$ cat config.mk
export PLATFORM = sky130hd
export DESIGN_NAME = cmp_unit_pipe
export DESIGN_NICKNAME = d
export VERILOG_FILES = /design/src/rtl/cmp_pkg.sv /design/src/rtl/cmp_core.sv /design/src/rtl/cmp_unit_pipe.sv
export SDC_FILE = /design/constraint.sdc
export NUM_CORES = 1
export LEC_CHECK = 0
export CAP_MARGIN = 5
export CORE_ASPECT_RATIO = 1.1
export CORE_UTILIZATION = 44
export DETAILED_ROUTE_END_ITERATION = 7
export DONT_BUFFER_PORTS = 1
export GPL_ROUTABILITY_DRIVEN = 0
export HOLD_SLACK_MARGIN = 0.03
export REMOVE_ABC_BUFFERS = 1
export SLEW_MARGIN = 20
export SYNTH_ARGS = -nofsm -noshare
export SYNTH_HDL_FRONTEND = slang
export SYNTH_SLANG_ARGS = --single-unit
$ cat constraint.sdc
create_clock -name clk -period 9 [get_ports clk]
set_clock_uncertainty 0.05 [all_clocks]
set_input_delay 2.25 -clock clk [delete_from_list [all_inputs] [get_ports clk]]
set_output_delay 2.25 -clock clk [all_outputs]
set_load 0.01 [all_outputs]
$ cat src/rtl/cmp_pkg.sv
// Shared constants for the pipelined ALU compare unit: function codes and widths.
package cmp_pkg;

  localparam int CMP_FUNC_W = 3;
  localparam int CMP_STAT_W = 16;

  localparam logic [CMP_FUNC_W-1:0] CMP_NOP = 3'd0;
  localparam logic [CMP_FUNC_W-1:0] CMP_EQ  = 3'd1;
  localparam logic [CMP_FUNC_W-1:0] CMP_GT  = 3'd2;
  localparam logic [CMP_FUNC_W-1:0] CMP_LT  = 3'd3;
  localparam logic [CMP_FUNC_W-1:0] CMP_NE  = 3'd4;
  localparam logic [CMP_FUNC_W-1:0] CMP_GE  = 3'd5;
  localparam logic [CMP_FUNC_W-1:0] CMP_MIN = 3'd6;
  localparam logic [CMP_FUNC_W-1:0] CMP_MAX = 3'd7;

endpackage

$ cat src/rtl/cmp_core.sv
// Combinational magnitude comparator producing eq/lt/gt for signed or unsigned operands.
module cmp_core #(
  parameter int WIDTH = 16
) (
  input  logic [WIDTH-1:0] a,
  input  logic [WIDTH-1:0] b,
  input  logic             is_signed,
  output logic             eq,
  output logic             lt,
  output logic             gt
);

  always_comb begin
    eq = (a == b);
    if (is_signed) begin
      lt = ($signed(a) < $signed(b));
      gt = ($signed(a) > $signed(b));
    end else begin
      lt = (a < b);
      gt = (a > b);
    end
  end

endmodule

$ cat src/rtl/cmp_unit_pipe.sv
// Two-stage pipelined compare unit with valid/ready on both sides.
// Define CMP_STATS_EN to add a saturating counter of delivered true results.
module cmp_unit_pipe
  import cmp_pkg::*;
#(
  parameter int WIDTH     = 16,
  parameter int OUT_WIDTH = 32
) (
  input  logic                  clk,
  input  logic                  rst,
  input  logic [WIDTH-1:0]      A,
  input  logic [WIDTH-1:0]      B,
  input  logic [CMP_FUNC_W-1:0] CMP_ALU_FUNC,
  input  logic                  CMP_Signed,
  input  logic                  in_valid,
  output logic                  in_ready,
  output logic [OUT_WIDTH-1:0]  CMP_OUT,
  output logic                  CMP_True,
  output logic                  CMP_Flag,
  input  logic                  out_ready
`ifdef CMP_STATS_EN
  ,
  input  logic                  stat_clr,
  output logic [CMP_STAT_W-1:0] stat_true_cnt
`endif
);

  logic                  s1_valid;
  logic [WIDTH-1:0]      s1_a;
  logic [WIDTH-1:0]      s1_b;
  logic [CMP_FUNC_W-1:0] s1_func;
  logic                  s1_signed;

  logic                  s2_adv;
  logic                  s1_adv;
  logic                  eq;
  logic                  lt;
  logic                  gt;
  logic                  res_true;
  logic [WIDTH-1:0]      pick;
  logic [OUT_WIDTH-1:0]  res_out;

  // Ready chains combinationally from the output so a draining S2 frees S1 in the same cycle.
  assign s2_adv   = !CMP_Flag || out_ready;
  assign s1_adv   = !s1_valid || s2_adv;
  assign in_ready = !rst && s1_adv;

  always_ff @(posedge clk) begin
    if (rst) begin
      s1_valid <= 1'b0;
    end else if (s1_adv) begin
      s1_valid <= in_valid;
      if (in_valid) begin
        s1_a      <= A;
        s1_b      <= B;
        s1_func   <= CMP_ALU_FUNC;
        s1_signed <= CMP_Signed;
      end
    end
  end

  cmp_core #(.WIDTH(WIDTH)) u_core (
    .a         (s1_a),
    .b         (s1_b),
    .is_signed (s1_signed),
    .eq        (eq),
    .lt        (lt),
    .gt        (gt)
  );

  // MIN/MAX prefer A on a tie, so selection of A is simply "not strictly worse".
  always_comb begin
    res_true = 1'b0;
    pick     = s1_a;
    res_out  = '0;
    case (s1_func)
      CMP_EQ:  res_true = eq;
      CMP_GT:  res_true = gt;
      CMP_LT:  res_true = lt;
      CMP_NE:  res_true = !eq;
      CMP_GE:  res_true = !lt;
      CMP_MIN: res_true = !gt;
      CMP_MAX: res_true = !lt;
      default: res_true = 1'b0;
    endcase
    if (s1_func == CMP_MIN || s1_func == CMP_MAX) begin
      pick    = res_true ? s1_a : s1_b;
      res_out = s1_signed ? OUT_WIDTH'($signed(pick)) : OUT_WIDTH'(pick);
    end else begin
      res_out = OUT_WIDTH'(res_true);
    end
  end

  always_ff @(posedge clk) begin
    if (rst) begin
      CMP_Flag <= 1'b0;
      CMP_OUT  <= '0;
      CMP_True <= 1'b0;
    end else if (s2_adv) begin
      CMP_Flag <= s1_valid;
      if (s1_valid) begin
        CMP_OUT  <= res_out;
        CMP_True <= res_true;
      end
    end
  end

`ifdef CMP_STATS_EN
  always_ff @(posedge clk) begin
    if (rst || stat_clr) begin
      stat_true_cnt <= '0;
    end else if (CMP_Flag && out_ready && CMP_True && (stat_true_cnt != '1)) begin
      stat_true_cnt <= stat_true_cnt + 1'b1;
    end
  end
`endif

endmodule

Word-level counts from Yosys, hierarchy flattened. Cells that the tools add are included.

Register bits after elaboration: 71. Output and inout bits: 35. Logic and storage cells: 40.

$lt $le $gt $ge: 4. Equal/unequal tests: 8. Mux-type cells: 6. Bitwise operators: 1. Reductions and logical operators: 13.

Operators by type and width (count): $mux W32 (2); $gt A16 B16 Y1 (2); $lt A16 B16 Y1 (2); $eq A16 B16 Y1 (1); $mux W16 (1); $eq A3 B3 Y1 const B (4); $eq A3 B2 Y1 const B (2); $logic_not A1 Y1 (6); $pmux W1 S6 (1); $eq A3 B1 Y1 const B (1); $logic_or A1 B1 Y1 (3); $reduce_and A3 Y1 (1); $mux W1 (2); $reduce_and A2 Y1 (1); $reduce_or A2 Y1 (1); $logic_and A1 B1 Y1 (1); $not A1 Y1 (1).

Logic depth before layout (Yosys ltp). Gate-level depths: netlist (run 1).

Depth in word-level cells: 7. Gate-level depth with buffers: 12.

Hierarchy. Synthesis (run 1) repeated with hierarchy kept, for this count alone.

Cells, all modules: 234. Area total of the unflattened synthesis: 2680.1 um2.

By module, submodules not included: cmp_unit_pipe (times used 1, cells each 175, area an instance 2238.4 um2, seq. area each 1481.4 um2); cmp_core (times used 1, cells each 59, area an instance 441.7 um2, seq. area each 0.0 um2).

Worst setup path before layout (run 1). Ideal clock, no wire load.

Kind: input-to-output. Start: input port rst. End: output port in_ready. Arrival time: 2.654 ns. Setup slack: 4.046 ns. Stages: 2. Cell sequence: clkbuf_1 a21oi_1.

Word-level cells in the longest chain between the ends: 2.

RTL lines: start: declaration (line cmp_unit_pipe.sv:10) `input logic rst,`; $logic_not A1 Y1 (line cmp_unit_pipe.sv:46) `assign in_ready = !rst && s1_adv;`; $logic_and A1 B1 Y1 (line cmp_unit_pipe.sv:46); end: declaration (line cmp_unit_pipe.sv:16) `output logic in_ready,`.

No other way between the ends.

Worst setup path after layout (run 1).
Start: input port out_ready. End: output port in_ready.

Word-level cells in the longest chain between the ends: 3.

RTL lines: start: declaration (line cmp_unit_pipe.sv:20) `input logic out_ready`; $logic_or A1 B1 Y1 (line cmp_unit_pipe.sv:44) `assign s2_adv = !CMP_Flag || out_ready;`; $logic_or A1 B1 Y1 (line cmp_unit_pipe.sv:45) `assign s1_adv = !s1_valid || s2_adv;`; $logic_and A1 B1 Y1 (line cmp_unit_pipe.sv:46).

No other way between the ends.

==> results by group, run 1 <==
Status
  – Status: finished clean

Clocking
  – Clock transition at path regs: 0.10 ns
  – CTS resizes: 0
  – CTS Buf Count: 5
  – Postcts setup bufs: 0
  – Cts hold-fix bufs: 0
  – Clock sink total: 56
  – H-tree levels: 2
  – Clock Path Buffers: 2
  – Root Buffer: clkbuf_8
  – Clk Latency, worst-skew pair: 0.30 ns
  – CTS tree: yes

Synth
  – Syn avg cell area: 12.09 µm²
  – Ys async rst share: 0
  – Compound-gate portion of the synthesized area: 0.08470
  – Ys Warns: 0
  – EDFF count, synth: 36
  – XOR/XNOR share of the synthesized area: 0.003467
  – Post-Synth Simple-Gate Area: 0.09163
  – Syn Std Cell Area: 2526 µm²
  – Largest family of logic cells by synthesized area: simple AND/OR/NAND/NOR gates
  – Main flop type after synthesis: edfxtp_1
  – Flops & latches, synth: between 50 and 60
  – Post-Synth Adder-Cell Area: 0.07925
  – Syn Inst Count: about 210
  – Register area share after synthesis: 0.5864
  – Mux cell area share after synthesis: 0.07429
  – Synth cell types: 36

STA
  – Setup TNS: 0 ns
  – Final hold vios: 0
  – Slew @ Worst Pin: approximately 0.83 ns
  – Worst slew margin: 0.4439
  – F_max: 203.6 MHz
  – Final WS setup: ~4.1 ns
  – Final worst-path cycle share: 0.5458
  – Crit path time final: roughly 4.9 ns
  – Pins over their slew limit: 0
  – Worst hold margin: about 0.45 ns
  – Final setup viols: 0
  – RSZ-0062 raised after global routing: false

Finish
  – Layout area overhead: 2.278%
  – Share of cells above drive strength 1: 0.07538
  – Final core utilization: 0.4728
  – Most frequent cells in the layout: edfxtp_1 (36), nand2_1 (21), dfxtp_1 (19)
  – Final nets: 254
  – Antenna fix cells: 0
  – Most common cell after layout, fill and taps aside: edfxtp_1

Die
  – Die ar.: 6049 µm²
  – Chip width: 74.25 µm
  – Die height: 81.47 µm
  – Rows: 28
  – Initial Util: 0.4622
  – Total core area: about 5500 µm²
  – Ports: 75

Placement
  – Port bufs: 0
  – DP Worst Slack: 4.093 ns
  – Dpl hpwl: 3143 µm

Critical path
  – Worst endpoint required time: 6.70 ns
  – CP max-delay cell: nor2b_1
  – WP buf/inv: 0
  – CP Data Arrival Time: 2.61 ns
  – Setup crit end kind: output port
  – CP Cell Sequence: nor2b_1 -> a21oi_1
  – Critical Path Source Type: input pin
  – Biggest cell delay along the critical path: 0.19 ns
  – Top delay family on crit path: simple AND/OR/NAND/NOR gates
  – Critical path class: input pin to output port
  – Crit path max fanout: 4

Power and ir drop
  – Leakage: between 0.9 and 1 nW
  – Clk pwr share: 0.281
  – Sequential share of power: 0.632
  – Tot Pwr: 0.4611 mW
  – Peak supply drop: about 0.07 mV
  – Power share of the combinational group: 0.087
  – NetSw: 0.1053 mW
  – Pwr/cell area: between 150 and 200 nW/µm²
  – Switching portion of total power: 0.2285
  – Pint: 0.3557 mW

Global route
  – Global-route wire length before repair: 6548 µm
  – Grt total ovfl: 0
  – GRT Resource Usage Total: 0.1499
  – Antenna violations before repair: 0
  – Vias in the first global route: 1,371
  – Largest net degree at the start of global routing: 23

Routing
  – First-pass DRT Iterations: 4
  – Iter 0 DRT Violations: 41
  – Vias/cell: 5.139
  – Routed Antenna Nets: 0
  – Avg WL per Cell: between 15 and 20 µm
  – Total number of vias: 1,408
  – Residual DRC: 0
  – Drt total wl: 4172 µm

Worst hold path
  – Worst Hold Class: flip-flop to flip-flop

Flow run
  – Max Cap Viol: 0
==> final timing paths <==
check                                  from           to  slack [ns]  cells after the start
worst max-delay path              out_ready     in_ready        4.09                      2
worst min-delay path            CMP_OUT[11]  CMP_OUT[11]        0.45                      2
worst min register to register  CMP_OUT[11]  CMP_OUT[11]        0.45                      2
worst max register to register      s1_a[9]   CMP_OUT[1]        5.57                     10
==> sequential cells by signal (all words and copies together) (netlist names) <==
| register | flops |
|---|---|
| s1_func | 3 |
| CMP_True | 1 |
| s1_valid | 1 |
| CMP_Flag | 1 |
| CMP_OUT | 17 |
| s1_signed | 1 |
| s1_b | 16 |
| s1_a | 16 |
==> area by class of cell <==
cell class | instances | area [µm²]
fill | 525 | 2882
sequential | 56 | 1483
multi-input combinational | 117 | 844.6
tap | 75 | 93.84
clock buffer | 6 | 72.57
inverter | 16 | 60.06
timing repair buffer | 2 | 18.77
clock inverter | 2 | 11.26
==> Yosys cell counts (2+ instances only) <==
master	instances	area [µm²]
mux2_2	2	22.52
nor2_1	7	26.28
o21ai_0	6	30.03
mux2i_1	15	150.1
ha_1	16	200.2
nor3b_1	2	15.01
dfxtp_1	20	400.4
nor2b_1	3	18.77
nand4_1	4	25.02
nand2_1	21	78.83
buf_4	15	112.6
clkbuf_1	4	15.01
inv_1	16	60.06
nand3_1	2	10.01
o21ai_1	10	50.05
nand3b_1	2	15.01
a21oi_1	8	40.04
edfxtp_1	36	1081
nand2b_1	3	18.77
==> logic make-up (layout without fill, tap and decap cells) <==
family                     after synthesis  in the layout
AOI/OAI and AO/OA                       34             34
buffers and inverters                   36             26
adders and majority gates               16             16
DFF                                     56             56
muxes                                   18             18
and+or+nand+nor                         48             48
xor gates and xnor gates                 1              1
==> power groups by stage <==
stage,registers [mW],clock network [mW],logic (mW)
CTS,0.292,0.133,0.0398
global route,0.293,0.144,0.0452
global placement,0.297,0,0.0386
detailed placement,0.298,0,0.0396
finish,0.292,0.129,0.0401
floorplan,0.296,0,0.0313
==> through the flow <==
step                      cells  cell area, µm²
after floorplan             189            2384
after detailed placement    265            2486
after global placement      265            2486
after CTS                   273            2570
after global routing        274            2584
final                       274            2584
==> per-layer routing <==
layer / vias to the layer above / part of all wire / GRT usage
met5: - / 0 / 0
met4: 0 / 0.0067 / 0.05094
met1: 667 / 0.42 / 0.1742
met2: 36 / 0.53 / 0.2600
li1: 703 / - / -
met3: 2 / 0.041 / 0.04785
==> worst register-to-register path: stages (launching register included) <==
cell and delay, ns:
edfxtp_1 0.41, ha_1 0.33, nand4_1 0.18, a2111oi_0 0.45, nor3_1 0.10, xnor2_1 0.34, mux2_4 0.35, a211oi_4 0.47
buf_6 0.26, mux2i_1 0.24, o21ai_0 0.09
No activity file was read; power rests on OpenSTA's default activity.
==> run 2: changes to the inputs <==
- clock period: 9 -> 4.3 ns (I/O delays scaled with it)
==> run 2 against run 1 <==
  * Clock power increased to 2.5 times the previous value
  * Core utilization increased by 0.30 points
  * Critical endpoint is now CMP_OUT[2]
  * Die area unchanged
==> results by group, run 2 (same netlist as run 1, synthesis figures left out) <==
Status
  – Status: finished clean

Placement
  – Port bufs: 0 (unchanged)
  – Dpl hpwl: 3115 µm (-0.89%)
  – Dpl cells: 266 (+0.38%)
  – Placed Area: 2494 µm² (+0.30%)
  – DP Worst Slack: 0.6927 ns (-3.400 ns)

Finish
  – Number of flip-flops in the largest register: 17 (unchanged)
  – Most frequent cells in the layout: edfxtp_1 (36), nand2_1 (21), dfxtp_1 (19)
  – Most common cell after layout, fill and taps aside: edfxtp_1
  – Biggest registers after layout: CMP_OUT x17, s1_a x16, s1_b x16
  – Final nets: 254 (unchanged)
  – Reg with most FFs: CMP_OUT
  – Antenna fix cells: 0 (unchanged)
  – Non-filler cells, final: 274 (unchanged)
  – Share of cells above drive strength 1: 0.07035 (-0.005025)
  – Final Cell Area: 2600 µm² (+0.63%)
  – Layout area overhead: 2.922%

Clocking
  – CTS Buf Count: 5 (unchanged)
  – CTS resizes: 0 (unchanged)
  – Clk Latency, worst-skew pair: 0.30 ns (about the same)
  – Clock transition at path regs: 0.09 ns (about the same)
  – Postcts setup bufs: 0 (unchanged)
  – Cts hold-fix bufs: 0 (unchanged)
  – Clock Path Buffers: 2 (unchanged)
  – Root Buffer: clkbuf_8
  – Clock sink total: 56 (unchanged)
  – H-tree levels: 2 (unchanged)
  – CTS tree: yes

Routing
  – Avg WL per Cell: 15.30 µm (+0.48%)
  – Routed Antenna Nets: 0 (unchanged)
  – Total number of vias: 1,395 (-0.92%)
  – Vias/cell: 5.091 (-0.92%)
  – Residual DRC: 0 (unchanged)
  – Iter 0 DRT Violations: 50 (+22%)
  – Drt total wl: 4192 µm (+0.48%)
  – First-pass DRT Iterations: 4 (unchanged)

STA
  – Final setup viols: 0 (unchanged)
  – F_max: 276.0 MHz
  – Crit path time final: about 3.6 ns
  – Worst slew margin: 0.2841 (-0.1598)
  – RSZ-0062 raised after global routing: false
  – Final worst-path cycle share: 0.8425
  – Pins over their slew limit: 0 (unchanged)
  – Final hold vios: 0 (unchanged)
  – Setup TNS: 0 ns (unchanged)
  – Slew @ Worst Pin: 1.072 ns (+0.2375 ns)
  – Final WS setup: 0.6774 ns (-3.410 ns)

Critical path
  – R2r setup slk: 0.68 ns (-4.89 ns)
  – Biggest cell delay along the critical path: 0.67 ns (+0.48 ns)
  – Crit path max fanout: 12 (+8)
  – CP Data Arrival Time: 3.74 ns (+1.13 ns)
  – Reg2reg start: s1_a[5]
  – Critical Path Source Type: flip-flop
  – CP Cell Sequence: ha_1 -> a21oi_1 -> o21ai_0 -> a221o_1 -> nor3_1 -> xnor2_1 -> mux2_4 -> a211oi_4 -> buf_4 -> mux2i_1 -> o21ai_0
  – Crit Reg-Reg Endpoint: CMP_OUT[2]
  – Critical path class: flip-flop to flip-flop
  – Worst endpoint required time: 4.42 ns (-2.28 ns)
  – CP max-delay cell: a211oi_4
  – Most frequent CP cell: o21ai_0
  – Reg2Reg Depth: 11 (+1)
  – Setup crit end kind: flip-flop

Die
  – Die height: 81.47 µm (unchanged)
  – Rows: 28 (unchanged)
  – Chip width: 74.25 µm (unchanged)
  – Die ar.: 6049 µm² (unchanged)
  – Ports: 75 (unchanged)
  – Total core area: 5465 µm² (unchanged)
  – Initial Util: 0.4622 (unchanged)

Power and ir drop
  – Switching portion of total power: 0.2132 (-0.01530)
  – Clk pwr share: 0.318 (+0.037)
  – Peak supply drop: 0.1444 mV (+100%)
  – Pwr/cell area: 391.1 nW/µm² (+120%)
  – Sequential share of power: 0.601 (-0.031)
  – Power share of the combinational group: 0.081 (-0.006)
  – NetSw: 0.2168 mW (+110%)
  – Pint: 0.8001 mW (+120%)
  – Leakage: 0.9995 nW (+1.2%)
  – Tot Pwr: 1.017 mW (+120%)

Global route
  – Antenna violations before repair: 0 (unchanged)
  – Global-route wire length before repair: 6513 µm (-0.53%)
  – Largest net degree at the start of global routing: 37 (+61%)
  – Vias in the first global route: 1,458 (+6.3%)
  – GRT Resource Usage Total: 0.1481 (-0.001796)
  – Grt total ovfl: 0 (unchanged)

Worst hold path
  – Hold Path Stages: 2 (unchanged)
  – Hold Path End: CMP_OUT[9]
  – Min-delay src: CMP_OUT[9]
  – Worst Hold Class: flip-flop to flip-flop

Flow run
  – Max Cap Viol: 0 (unchanged)
run 2: critical path: cells and delay by family (launching register included):
family / cells / cell delay, ns
adder cells (fa/ha/maj): 1 / 0.33
multiplexers: 2 / 0.58
flip-flops: 1 / 0.41
AND/OR/NAND/NOR: 1 / 0.24
XOR/XNOR: 1 / 0.23
buffers and inverters: 1 / 0.32
AO/OA/AOI/OAI: 5 / 1.34
run 2: metal layers:
| layer | global-route usage | share of wire | vias to the layer above |
|---|---|---|---|
| met3 | 0.05031 | 0.047 | 4 |
| li1 | - | - | 705 |
| met2 | 0.2627 | 0.54 | 31 |
| met4 | 0.07170 | 0.0083 | 0 |
| met1 | 0.1561 | 0.41 | 655 |
| met5 | 0 | 0 | - |
run 2: metrics by stage:
| step | util | hold WS [ns] |
|---|---|---|
| after floorplan | - | 0.4226 |
| after global placement | 0.4563 | 0.4353 |
| after detailed placement | 0.4563 | 0.4401 |
| after CTS | 0.4757 | 0.4531 |
| after global routing | 0.4757 | 0.4717 |
| final | 0.4757 | 0.4479 |
run 2: cell type report:
cell class / instances / area (µm²)
tap: 75 / 93.84
fill: 518 / 2865
clock inverter: 3 / 37.54
multi-input combinational: 117 / 842.1
timing repair buffer: 2 / 15.01
clock buffer: 5 / 68.82
sequential: 56 / 1483
inverter: 16 / 60.06
run 2: power by group through the flow:
stage	logic (mW)	clock network [mW]	registers (mW)
final	0.0823	0.324	0.611
after global routing	0.0922	0.358	0.614
after CTS	0.0834	0.333	0.611
after detailed placement	0.0828	0	0.624
after global placement	0.0800	0	0.623
after floorplan	0.0656	0	0.619
run 2: worst max-delay path by stage:
stage                        start          end  depth (start not counted)  slack (ns)
after global placement     s1_a[5]   CMP_OUT[6]                         11        0.81
final                      s1_a[5]   CMP_OUT[2]                         11        0.68
after global routing       s1_a[1]   CMP_OUT[5]                         11        0.47
after CTS                  s1_a[5]   CMP_OUT[3]                         11        0.66
after floorplan           s1_a[14]  CMP_OUT[30]                         10        0.94
after detailed placement   s1_a[5]   CMP_OUT[3]                         11        0.69
==> run 3: changes to the inputs <==
- clock period: 4.3 -> 3.3 ns (I/O delays scaled with it)
==> run 3 against run 2 <==
  * Via count up 1.7%
  * Hold slack worse by 0.0016 ns
  * Clock power up 32%
  * Core utilization up 0.50 points
  * Die area unchanged
  * First-iteration DRC count up 38%
  * Wire length up 1.4%
  * Global-route usage down 0.096 points
  * Power up 32%
  * Sequential share of layout area down 0.60 points
  * Fmax up 17%
==> results by group, run 3 (same netlist as run 1, synthesis figures left out) <==
Critical path
  – WP buf/inv: 1 (unchanged)
  – CP max-delay cell: edfxtp_1
  – Crit path max fanout: 6 (-6)
  – Reg2Reg Depth: 11 (unchanged)
  – Setup crit end kind: flip-flop
  – Crit Reg-Reg Endpoint: CMP_OUT[12]
  – CP Cell Sequence: ha_1 -> a21oi_1 -> o21ai_0 -> a221o_1 -> nor3_1 -> xnor2_1 -> mux2_4 -> a211oi_4 -> buf_4 -> mux2i_1 -> o21ai_1
  – Worst endpoint required time: 3.43 ns (-0.99 ns)
  – R2r setup slk: 0.19 ns (-0.49 ns)
  – Critical path class: flip-flop to flip-flop
  – Critical Path Source Type: flip-flop
  – Reg2reg start: s1_a[5]
  – CP Data Arrival Time: 3.23 ns (-0.51 ns)
  – Biggest cell delay along the critical path: 0.42 ns (-0.25 ns)
  – Top delay family on crit path: compound AO/OA/AOI/OAI gates

Flow run
  – Max Cap Viol: 0 (unchanged)

Die
  – Rows: 28 (unchanged)
  – Chip width: 74.25 µm (unchanged)
  – Die ar.: 6049 µm² (unchanged)
  – Initial Util: 0.4622 (unchanged)
  – Total core area: 5465 µm² (unchanged)
  – Die height: 81.47 µm (unchanged)
  – Ports: 75 (unchanged)

STA
  – Pins over their slew limit: 0 (unchanged)
  – Final worst-path cycle share: 0.9419 (+0.09938)
  – Slew @ Worst Pin: 0.8349 ns (-0.2367 ns)
  – Setup TNS: 0 ns (unchanged)
  – Worst hold margin: 0.4463 ns (-0.001573 ns)
  – F_max: 321.7 MHz (+17%)
  – Worst slew margin: 0.4434 (+0.1592)
  – Crit path time final: 3.108 ns (-0.5145 ns)
  – Final hold vios: 0 (unchanged)
  – Final setup viols: 0 (unchanged)
  – RSZ-0062 raised after global routing: false

Power and ir drop
  – Power share of the combinational group: 0.086 (+0.005)
  – Switching portion of total power: 0.2169 (+0.003718)
  – Pwr/cell area: 509.8 nW/µm² (+30%)
  – Pint: 1.049 mW (+31%)
  – Peak supply drop: 0.1986 mV (+38%)
  – NetSw: 0.2905 mW (+34%)
  – Leakage: 1.014 nW (+1.4%)
  – Sequential share of power: 0.594 (-0.007)
  – Clk pwr share: 0.320 (+0.002)

Global route
  – Antenna violations before repair: 0 (unchanged)
  – Grt total ovfl: 0 (unchanged)
  – Largest net degree at the start of global routing: 37 (unchanged)
  – GRT Resource Usage Total: 0.1471 (-0.0009635)
  – Vias in the first global route: 1,394 (-4.4%)
  – Global-route wire length before repair: 6451 µm (-0.95%)

Routing
  – Avg WL per Cell: 15.40 µm (+0.67%)
  – Total number of vias: 1,419 (+1.7%)
  – Iter 0 DRT Violations: 69 (+38%)
  – First-pass DRT Iterations: 4 (unchanged)
  – Drt total wl: 4251 µm (+1.4%)
  – Residual DRC: 0 (unchanged)
  – Vias/cell: 5.141 (+0.98%)
  – Routed Antenna Nets: 0 (unchanged)

Clocking
  – H-tree levels: 2 (unchanged)
  – Postcts setup bufs: 0 (unchanged)
  – Clock transition at path regs: 0.09 ns (about the same)
  – CTS Buf Count: 5 (unchanged)
  – CTS tree: yes
  – Clk Latency, worst-skew pair: 0.30 ns (about the same)
  – Clock sink total: 56 (unchanged)
  – Root Buffer: clkbuf_8
  – Clock Path Buffers: 2 (unchanged)
  – Cts hold-fix bufs: 0 (unchanged)
  – CTS resizes: 0 (unchanged)

Finish
  – Most frequent cells in the layout: edfxtp_1 (36), nand2_1 (21), dfxtp_1 (19)
  – Biggest registers after layout: CMP_OUT x17, s1_a x16, s1_b x16
  – Reg with most FFs: CMP_OUT
  – Final core utilization: 0.4808 (+0.005036)
  – Layout area overhead: 4.012%
  – Most common cell after layout, fill and taps aside: edfxtp_1
  – Final nets: 256 (+0.79%)
  – Non-filler cells, final: 276 (+0.73%)
  – Final Cell Area: 2628 µm² (+1.1%)
  – Number of flip-flops in the largest register: 17 (unchanged)
  – Share of cells above drive strength 1: 0.07960 (+0.009250)
  – Antenna fix cells: 0 (unchanged)

Worst hold path
  – Hold Path Stages: 2 (unchanged)
  – Min-delay src: CMP_OUT[11]
  – Hold Path End: CMP_OUT[11]
  – Worst Hold Class: flip-flop to flip-flop

Status
  – Status: finished clean

Placement
  – Dpl hpwl: 3125 µm (+0.32%)
  – Dpl cells: 268 (+0.75%)
  – Port bufs: 0 (unchanged)
  – Placed Area: 2521 µm² (+1.1%)
-- run 3: worst max-delay path by stage --
stage / from / end / slack [ns] / cells after the start
after global routing: s1_a[5] / CMP_OUT[0] / 0.006 / 11
final: s1_a[5] / CMP_OUT[12] / 0.19 / 11
after detailed placement: s1_a[14] / CMP_OUT[0] / 0.20 / 11
after floorplan: s1_a[14] / CMP_OUT[30] / -0.06 / 10
after CTS: s1_a[7] / CMP_OUT[0] / 0.17 / 11
after global placement: s1_a[5] / CMP_OUT[12] / 0.26 / 11
-- run 3: final cells by class --
cell class / instances / area, µm²
Fill cell: 526 / 2838
Sequential cell: 56 / 1483
Multi-Input combinational cell: 117 / 842.1
Tap cell: 75 / 93.84
Clock buffer: 5 / 68.82
Inverter: 16 / 60.06
Timing Repair Buffer: 4 / 42.54
Clock inverter: 3 / 37.54
-- run 3: power groups by stage --
stage                     Combinational, mW  Sequential, mW  Clock, mW
final                                 0.115           0.796      0.429
after global routing                  0.129           0.800      0.463
after CTS                             0.117           0.796      0.437
after detailed placement              0.116           0.812          0
after global placement                0.112           0.811          0
after floorplan                      0.0855           0.807          0
-- run 3: layer usage --
metal  vias up  global-route usage  part of all wire  wire (µm)
met5         -                   0                 0          0
met4         0             0.06792             0.022         93
met3         9             0.04785             0.048        205
met2        35              0.2436              0.51       2178
met1       668              0.1732              0.42       1774
li1        707                   -                 -          -
-- run 3: worst register-to-register path, delay by kind of cell, from the launching register on --
kind	cells	cell delay, ns
mux	2	0.55
flops	1	0.42
buf+inv	1	0.22
xor+xnor	1	0.21
simple gates	1	0.23
compound gates	5	0.96
fa+ha+maj	1	0.33
-- run 3: through the flow --
step           power, mW  setup WS [ns]
4_1_cts            1.349         0.1705
3_3_place_gp      0.9238         0.2575
5_1_grt            1.391       0.005808
6_report           1.339         0.1919
3_5_place_dp      0.9283         0.1994
2_1_floorplan     0.8924       -0.05930
==> RTL change: new RTL, config.mk and constraints of run 3 <==
Build with the macro `CMP_STATS_EN` defined.
--- a/src/rtl/cmp_unit_pipe.sv
+++ b/src/rtl/cmp_unit_pipe.sv
@@ -1,4 +1,6 @@
 // Two-stage pipelined compare unit with valid/ready on both sides.
 // Define CMP_STATS_EN to add a saturating counter of delivered true results.
+`define CMP_STATS_EN
+
 module cmp_unit_pipe
   import cmp_pkg::*;
Interface: changed (added stat_clr and stat_true_cnt); port bits go from 75 to 92. The function was not compared with the original's and may differ.
==> RTL change against run 3 <==
The run now ends with design-rule violations left. Setup slack improved by 300 ps. Power rose by 34%. Sequential cell count rose by 16. Non-clock buffer count fell by 1. Cell count rose by 43%. Wire length rose by 45%. Synthesized area rose by 30%. Global-route usage rose by 2.5 points. Final area rose by 32%. Critical endpoint is now CMP_OUT[0]. Largest cell class unchanged.
==> RTL change: results (changes against run 3) <==
* Final WL at 6177 microns (+45%)
* Post-synth cell types at 39 (+8.3%)
* Clock-cell share at 0.06005 (+0.01957)
* Worst-case reg-to-reg path depth at 9 (-2)
* # DRC at 8 (+8)
* Status: complete, but fails checks
* Fraction of area in multi-input gates at 0.3653 (+0.04486)
* Power Density at 517.1 nW/um^2 (+1.4%)
* Vias in the first global route at 2,084 (+49%)
* 1st-pass router iterations at 8 (+4)
* Placed cell count at 380 (+42%)
* Hold Crit Start: CMP_True
* CORE AREA at 7127 sq um (+30%)
* Hold path endpoint: CMP_True
* Inverters at 18 (+2)
* Worst vdd ir at 0.2098 mV (+5.7%)
* Delay-heaviest family, CP: simple AND/OR/NAND/NOR gates
* Register area at 1803 sq um (+22%)
* Non-CTS buffers at 3 (-1)
* RR Startpoint: s1_a[15]
* 1st-iter DRT viols at 114 (+65%)
* Post-synthesis cell count at 317 (+52%)
* Worst setup path end: CMP_OUT[0]
* FFs & Latches at 72 (+29%)
* Most common library cells after synthesis: nand2_1, dfxtp_1, edfxtp_1
* Buffering overhead at 0.006472 (-0.009718)
* Worst Hold Slack at 474.6 ps (+28.30 ps)
* Worst EP arrival at 3020 ps (-210 ps)
* Sequential area share after synthesis at 0.5471 (-0.03932)
* Reg2Reg Capture Point: CMP_OUT[0]
* # nets final at 364 (+42%)
* Vias per cell at 5.412 (+5.3%)
* First-pass GRT wire length at 10,160 microns (+58%)
* CTS Buf Count at 9 (+4)
* Fmax at 356.4 MHz (+11%)
* Area contributors post-synth: edfxtp_1, dfxtp_1, ha_1
* Max H-tree Level at 3 (+1)
* Failing checks: design-rule violations
* Fraction of layout cells with a size suffix above 1 at 0.09646 (+0.01686)
* DP Area at 3271 sq um (+30%)
* Fill cell count at 668 (+27%)
* R2r setup slk at 490 ps (+300 ps)
* Total track usage at 0.1722 (+0.02504)
* DPL Wire Length at 4243 microns (+36%)
* Worst-Margin Slew at 851.7 ps (+16.81 ps)
* Wire per inst at 15.60 microns (+1.3%)
* #MultiIn Comb at 202 (+73%)
* Number of clock buffers in the layout at 12 (+7)
[RTL change: cells by family (layout without fill, tap and decap cells)]
kind of cell | after synthesis | count (layout) | share of synthesized area
buffers and inverters | 43 | 37 | 0.06877
AOI/OAI and AO/OA | 41 | 41 | 0.08587
DFF | 72 | 72 | 0.5471
muxes | 2 | 2 | 0.007598
adders and majority gates | 17 | 17 | 0.06459
and+or+nand+nor | 130 | 130 | 0.1942
xor gates and xnor gates | 12 | 12 | 0.03191
[RTL change: where the power goes]
group,internal (uW),leakage (uW),switching (uW)
registers,969,0.000629,22.6
logic,33.9,0.000484,65.2
clock network,382,0.000113,327
[RTL change: per-layer routing]
layer / vias to the layer above / GRT usage / part of all wire
met5: - / 0 / 0
met4: 0 / 0.08051 / 0.020
met3: 9 / 0.07398 / 0.069
met2: 65 / 0.2663 / 0.46
met1: 987 / 0.2068 / 0.45
li1: 1082 / - / -
